### config.mk
export PLATFORM = sky130hd
export DESIGN_NAME = nonce_search_ctrl
export DESIGN_NICKNAME = d
export VERILOG_FILES = /design/src/rtl/nonce_search_ctrl.sv
export SDC_FILE = /design/constraint.sdc
export NUM_CORES = 1
export LEC_CHECK = 0
export BUFFER_PORTS_ARGS = -buffer_cell sky130_fd_sc_hd__buf_2
export CAP_MARGIN = 20
export CORE_MARGIN = 2
export CORE_UTILIZATION = 54
export DETAILED_ROUTE_END_ITERATION = 7
export GPL_TIMING_DRIVEN = 0
export PLACE_DENSITY = 0.8
export SLEW_MARGIN = 20
export SYNTH_ARGS = -nofsm -noshare
export SYNTH_HDL_FRONTEND = slang
export SYNTH_SLANG_ARGS = --single-unit
### constraint.sdc
create_clock -name clk -period 2.6 [get_ports clk]
set_input_delay 0.39 -clock clk [delete_from_list [all_inputs] [get_ports clk]]
set_output_delay 0.39 -clock clk [all_outputs]
set_load 0.05 [all_outputs]
### src/rtl/nonce_search_ctrl.sv
// nonce_search_ctrl
//   Closes the hash loop: presents a nonce plus a one-cycle load strobe to
//   concatenador_in, waits HASH_LATENCY cycles for micro_hash to produce the
//   24-bit result, and compares the two leading hash bytes against a target
//   captured at start. The search stops on the first hit or after MAX_TRIES
//   nonces, and the winning (or last tried) nonce and hash are reported.
//
// Ports
//   clk          rising-edge system clock
//   reset        asynchronous, active-low reset
//   start        one-cycle pulse, accepted only in IDLE or DONE
//   target       8-bit difficulty threshold, sampled with start
//   h_in         hash result {byte0, byte1, byte2}
//   nonce        nonce presented to concatenador_in
//   selector     one-cycle load strobe to concatenador_in
//   busy         high from the first LOAD through the last CHECK
//   done         level, high while the result is available
//   found        1 = a nonce met the target, 0 = search exhausted
//   nonce_found  winning nonce, or the last tried nonce when exhausted
//   hash_found   h_in captured for nonce_found
//   tries        nonces loaded in the current or last search
module nonce_search_ctrl #(
    parameter logic [31:0] NONCE_INIT   = 32'h0000_0000,
    parameter int unsigned HASH_LATENCY = 4,
    parameter int unsigned MAX_TRIES    = 256
) (
    input  logic        clk,
    input  logic        reset,
    input  logic        start,
    input  logic [7:0]  target,
    input  logic [23:0] h_in,
    output logic [31:0] nonce,
    output logic        selector,
    output logic        busy,
    output logic        done,
    output logic        found,
    output logic [31:0] nonce_found,
    output logic [23:0] hash_found,
    output logic [15:0] tries
);

    // MAX_TRIES = 65536 truncates to 0; tries wraps to 0 on exactly that
    // LOAD, so the 16-bit compare still terminates on the right nonce.
    localparam logic [15:0] TRIES_LAST = MAX_TRIES[15:0];
    localparam logic [7:0]  WAIT_INIT  = 8'(HASH_LATENCY - 1);

    typedef enum logic [2:0] {
        S_IDLE,
        S_LOAD,
        S_WAIT,
        S_CHECK,
        S_DONE
    } state_t;

    state_t      state;
    state_t      state_nx;
    logic [7:0]  target_q;
    logic [7:0]  wait_cnt;
    logic        hit;
    logic        last_try;

    assign hit      = (h_in[23:16] < target_q) && (h_in[15:8] < target_q);
    assign last_try = (tries == TRIES_LAST);

    // State register
    always_ff @(posedge clk or negedge reset) begin
        if (!reset) begin
            state <= S_IDLE;
        end else begin
            state <= state_nx;
        end
    end

    // Next-state logic
    always_comb begin
        state_nx = state;
        case (state)
            S_IDLE, S_DONE: begin
                if (start) begin
                    state_nx = S_LOAD;
                end
            end
            S_LOAD: begin
                state_nx = S_WAIT;
            end
            S_WAIT: begin
                if (wait_cnt == '0) begin
                    state_nx = S_CHECK;
                end
            end
            S_CHECK: begin
                if (hit || last_try) begin
                    state_nx = S_DONE;
                end else begin
                    state_nx = S_LOAD;
                end
            end
            default: begin
                state_nx = S_IDLE;
            end
        endcase
    end

    // Output decode
    always_comb begin
        selector = (state == S_LOAD);
        busy     = (state == S_LOAD) || (state == S_WAIT) || (state == S_CHECK);
        done     = (state == S_DONE);
    end

    // Search datapath
    always_ff @(posedge clk or negedge reset) begin
        if (!reset) begin
            nonce       <= NONCE_INIT;
            target_q    <= '0;
            wait_cnt    <= '0;
            tries       <= '0;
            found       <= 1'b0;
            nonce_found <= '0;
            hash_found  <= '0;
        end else begin
            case (state)
                S_IDLE, S_DONE: begin
                    if (start) begin
                        target_q <= target;
                        nonce    <= NONCE_INIT;
                        tries    <= '0;
                        found    <= 1'b0;
                    end
                end
                S_LOAD: begin
                    tries    <= tries + 16'd1;
                    wait_cnt <= WAIT_INIT;
                end
                S_WAIT: begin
                    if (wait_cnt != '0) begin
                        wait_cnt <= wait_cnt - 8'd1;
                    end
                end
                S_CHECK: begin
                    if (hit || last_try) begin
                        found       <= hit;
                        nonce_found <= nonce;
                        hash_found  <= h_in;
                    end else begin
                        nonce <= nonce + 32'd1;
                    end
                end
                default: begin
                end
            endcase
        end
    end

endmodule

Yosys cells after proc, flatten, opt, wreduce, memory -nomap -nowiden
Cells that the tools add are included.
- register bits after elaboration: 124
- input port bits: 35
- output and inout port bits: 108
- logic and storage cells: 55
- add/sub/neg operators: 3
- order comparisons: 2
- eq/ne operators: 10
- muxes and demuxes: 14
- reductions and logical operators: 18
- operator list (operator ; number):
    32-bit 2-to-1 mux ; 2
    32-bit case mux with 2 select lines ; 1
    32-bit by 1-bit adder with 32-bit output (second input constant) ; 1
    16-bit case mux with 2 select lines ; 1
    16-bit by 1-bit adder with 16-bit output (second input constant) ; 1
    16-bit by 9-bit == test with 1-bit output (second input constant) ; 1
    8-bit < comparator ; 2
    16-bit 2-to-1 mux ; 1
    8-bit case mux with 2 select lines ; 1
    3-bit case mux with 4 select lines ; 1
    2-bit AND reduction ; 5
    3-bit 2-to-1 mux ; 3
    8-bit zero test ; 1
    8-bit 2-to-1 mux ; 1
    2-bit != test (second input constant) ; 4
    8-bit nonzero test ; 1
    8-bit by 1-bit subtractor with 8-bit output (second input constant) ; 1
    3-bit by 2-bit == test with 1-bit output (second input constant) ; 2
    3-bit AND reduction ; 2
    2-bit nonzero test ; 3
    3-bit by 1-bit == test with 1-bit output (second input constant) ; 1
    3-bit == test (second input constant) ; 1
    3-bit zero test ; 1
    1-bit logical OR ; 3
    other kinds (5) ; 6

Depth between registers and ports, before layout
- depth after elaboration: 5
- gate-level depth with buffers: 11
- gate-level depth less buffers: 9

Worst setup path after synthesis
No wires, ideal clock.
- kind: input to register
- from: input h_in[14]
- to: register nonce_found[8]
- library setup time: 0.125 ns
- data arrival time: 2.345 ns
- data required time: 2.475 ns
- path slack: 0.130 ns
- stages: 10
- path buffers: 2
- cells stage by stage: ha_1 a21oi_1 nand2_1 a2111oi_4 o211ai_1 and2_1 nor2_2 buf_6 buf_6 mux2_2
- cells in the longest elaborated chain, start to end: 4
- RTL lines (what ; line ; text):
    start: declaration ; 31 ; input logic [23:0] h_in,
    8-bit < comparator ; 62 ; assign hit = (h_in[23:16] < target_q) && (h_in[15:8] < target_q);
    1-bit logical AND ; 62 ;
    1-bit logical OR ; 141 ; if (hit || last_try) begin
    2-bit AND reduction (no source line) ; n/a ;
    end signal: assignment ; 143 ; nonce_found <= nonce;
    end: declaration ; 37 ; output logic [31:0] nonce_found,
Every way passes these cells.
A chain may end at the register's enable or synchronous reset.

Final worst setup path
- from: register target_q[5]
- to: register nonce_found[17]
- cells in the longest elaborated chain, start to end: 4
- elaborated cells on any way between the ends: 5
- those cells by class: 2 x order compare; 3 x reduce/logical
- RTL lines (what ; line ; text):
    start: declaration ; 57 ; logic [7:0] target_q;
    start signal: assignment ; 125 ; target_q <= target;
    8-bit < comparator ; 62 ;
    1-bit logical AND (*) ; 62 ;
    1-bit logical OR (*) ; 141 ;
    2-bit AND reduction (no source line) (*) ; n/a ;
Mark *: on every way between the ends. The rest lies on a longest branch, timed or not.

==> results.env <==
RESULT_OF_THE_RUN='complete, no violations'
ROOT_BUFFER='clkbuf_8'
DP_CELLS=835
SYNTHESIZED_AREA_PER_CELL_UM2=10.70
FILLERS=753
VDD_IR_DROP_MAX_mV=0.8558
YOSYS.AREA.TOP_TYPE_SHARE=0.5252
POST_SYNTH_XOR_AREA_FRACTION=0.007412
CRIT-REG2REG-LAUNCH='target_q[5]'
CORE.ROWCOUNT=38
FINAL_HOLD_VIOL_COUNT=0
SYNTH.AREA.TOP_CELLS='dfrtp_1, mux2_2, o21ai_0'
NNETSFINAL=777
CLK_PIN_SLEW_WORST_PATHS_PS=60
MIN_PERIOD_PS=2572
FINAL.PERIOD_UTILIZATION=0.9893
FMAX_MHz=388.8
GRT_OVERFLOW=0
WL_PER_CELL_UM=18.73
PLACE_WORST_SETUP_SLACK_PS=-245.2
WORST_SLEW_MARGIN_REL=0.5444
WORSTREG2REGEND='nonce_found[17]'
POWER.DENSITY_CELL_AREA_mW_PER_MM2=1120
SYNTH-EDFF-COUNT=0
FINCLKSKEW_PS=7.522
CTS_MAX_LEVEL=4
ROUTE.DETAILED.VIAS_PER_INST=5.946
PIN_COUNT_OF_THE_BIGGEST_NET_ENTERING_GLOBAL_ROUTING=75
TIMING.CRITICAL_PATH.TO='nonce_found[17]'
COUNT_OF_FINAL_MAX_SLEW_CHECK_FAILURES=0
CLOCK_PATH_BUFFERS=2
FINAL_CELL_COUNT_NO_FILL=874
SYNTH.FF_LATCH_COUNT=124
GLOBAL_ROUTE.USAGE.TOTAL=0.2591
DR.PASS1.ITERS=7
SEQ_AREA_FRAC_SYNTH=0.5252
CLKLATENCYLATEPIN_PS=520
DIE-AREA_MM2=0.01179
SYNTH_CELL_AREA_MM2=0.005908
SYNTH_FLOP_CELL='dfrtp_1'
PLACEMENT.CELL_AREA_MM2=0.006828
INITIAL_CORE_UTIL=0.5498
FINAL_ANTENNA_NET_COUNT=0
NUMCLOCKSINKS=124
PLACE.DETAILED.HPWL_MM=10.35
POST-ROUTE-DRC-COUNT=0
STARTPOINT_TYPE='flop'
YOSYS.CELL_TYPES.COUNT=52
SYN-NUM-NETS=606
NETLIST.TOP_CELL.BY_AREA='dfrtp_1'
FINALWEIGHTEDCONGESTION=0.8896
TIGHTESTPINTRANSITION_PS=678.1
DRT_FIRST_ITER_VIOLATIONS=430
SYNTH_COMPOUND_GATE_AREA_SHARE=0.1110
DIE_X_UM=108.6
FLOORPLAN.CORE_AREA_MM2=0.01075
WORST_SLACK_PS=27.79
SHARE_OF_FINAL_LAYOUT_STANDARD_CELLS_STRONGER_THAN_DRIVE_STRENGTH_1=0.3706
FINAL_CELL_AREA_MM2=0.007789
HP-START='target[7]'
ASYNC_FLOP_SHARE=1.000
DIE_Y_UM=108.6
TOTAL_INSERTED_ANTENNA_CELLS=0
SYNTHESIS_WARNINGS=0
NUM_IO_PINS=143
REGTOREGSETUPSLACK_PS=30
SYNTHTOLAYOUTAREAGROWTH_PCT=31.83
POST_SYNTH_FA_HA_MAJ_AREA_FRACTION=0.04024
NETLIST_INSTANCES=552
ROUTED_WIRELENGTH_MM=16.37
MAIN_COMBINATIONAL_CELL_FAMILY_BY_AREA_AFTER_SYNTHESIS='simple AND/OR/NAND/NOR gates'
CATEGORY_OF_THE_WORST_SETUP_PATH_CAPTURE_POINT='flop'
GLOBAL_ROUTE_WIRE_LENGTH_BEFORE_REPAIR_MM=23.48
SYNTH.AREA.MUX_SHARE=0.1190
ANTENNA_FOUND_INITIAL=0
REPORT.POWER.TOTAL_mW=8.727
WORST-PATH-MAX-FANOUT=6
DRV_CAP=0
SYNTH_SIMPLE_GATE_AREA_FRAC=0.1616
VIA_COUNT_OF_THE_FIRST_GLOBAL_ROUTING_PASS=4930
WHS_PS=74.08
NUMPORTBUFFERS=142
REG2REGPATHDEPTH=11
TIMING.CRITICAL_PATH.REQUIRED_PS=3000
RSZ_0062_RAISED_AFTER_GLOBAL_ROUTING='yes'
CTS_BUFFERS=17
TOTAL_LEAKAGE_POWER_nW=3.816
CTS_TREE='yes'
SIGNAL_ARRIVAL_TIME_AT_THE_WORST_ENDPOINT_PS=2980
DETAILROUTE.VIA_COUNT=5197
TIMING_WORST_SETUP_PATH_TYPE='reg -> reg'
MIN-DELAY-PATH-CLASS='in -> reg'
FINAL-SETUP-VIOL-COUNT=0
CP-STARTPOINT='target_q[5]'
placed cells by master, fill, tap and decap left out, types with 21 or more instances in the layout:
| cell type | Yosys | routed |
|---|---|---|
| nand3_1 | 27 | 27 |
| o21ai_0 | 59 | 58 |
| a21oi_1 | 24 | 23 |
| dfrtp_1 | 124 | 124 |
| buf_2 | 3 | 141 |
| mux2_4 | 0 | 39 |
| clkbuf_16 | 0 | 21 |
| nor2_1 | 29 | 29 |
| nand2_1 | 51 | 50 |
worst max-delay path, cell delays in order, from the launching register on:
cell and delay (ps):
dfrtp_1 380, inv_2 110, ha_4 210, nand3_1 100
nand2_2 70, a2111oi_4 360, o211ai_1 190, and2_4 200
nor2_4 160, buf_8 180, clkbuf_16 160, mux2_2 320
Yosys cell counts, types with 3 or more instances:
library cell / n
dfrtp_1: 124
xnor2_1: 3
mux2_1: 5
buf_6: 5
nand4_1: 16
ha_1: 19
nand2b_1: 6
mux2i_1: 5
clkbuf_1: 14
mux2_2: 53
o21a_1: 3
and3_1: 12
o211ai_1: 4
nor3_1: 15
inv_1: 22
buf_2: 3
and2_1: 4
nor4_1: 6
nand3_1: 27
nor4b_1: 3
a21oi_1: 24
or4_1: 4
nor2_1: 29
nand2_1: 51
o21ai_0: 59
a31oi_1: 4
flip-flops by register name, indices dropped and copies added (netlist names):
name / count
hash_found: 24
found: 1
wait_cnt: 8
target_q: 8
tries: 16
nonce: 32
nonce_found: 32
state: 3
report_power, final:
group / internal [mW] / switching (mW)
Combinational: 1.32 / 2.53
Clock: 1.42 / 0.816
Sequential: 2.34 / 0.303
Total: 5.08 / 3.65
per-layer routing:
metal  vias to the layer above  track usage  routed length (µm)
li1                       2331            -                   -
met1                      2565       0.3261                6748
met2                       251       0.4223                8100
met3                        50      0.06631                1009
met4                         0       0.1154                 508
met5                         -            0                   0
cell families (layout without fill, tap and decap cells):
kind of cell	count (synthesis)	in the layout
AO/OA/AOI/OAI	110	110
AND/OR/NAND/NOR	186	186
adder cells (fa/ha/maj)	19	19
multiplexers	63	63
flip-flops	124	124
buffers and inverters	45	227
XOR/XNOR	5	5
what timing repair did:
item / in CTS / in global routing
pin swaps: 3 / 6
resized for setup: 4 / 72
gates cloned: 0 / 5
hold buffers: 1 / 0
endpoints found under the setup margin: 63 / 85
endpoints found under the hold margin: 50 / 0
buffers inserted: 3 / 1
final cells by class:
cell class                      instances  area (µm²)  share of cell area
Clock inverter                          8       92.59             0.01189
Multi-Input combinational cell        383        2791              0.3584
Timing Repair Buffer                  153       913.4              0.1173
Clock buffer                           22       462.9             0.05944
Sequential cell                       124        3103              0.3984
Tap cell                              140       175.2             0.02249
Buffer                                 22       163.9             0.02104
Inverter                               22       86.33             0.01108
worst min-delay path by stage:
| stage | to | slack, ps | cells after the start |
|---|---|---|---|
| after floorplan | found | 90 | 0 |
| after global placement | nonce_found[7] | 460 | 1 |
| after detailed placement | tries[3] | 370 | 1 |
| after CTS | target_q[7] | 70 | 3 |
| after global routing | hash_found[4] | 100 | 2 |
| final | target_q[7] | 70 | 3 |
through the flow:
stage	util	TNS (ps)
3_5_place_dp	0.6354	-13750
5_1_grt	0.7248	-1942
6_report	0.7248	0
3_3_place_gp	0.6323	-54340
4_1_cts	0.6910	0
2_1_floorplan	-	0
Power figures use the tool's default switching activity.
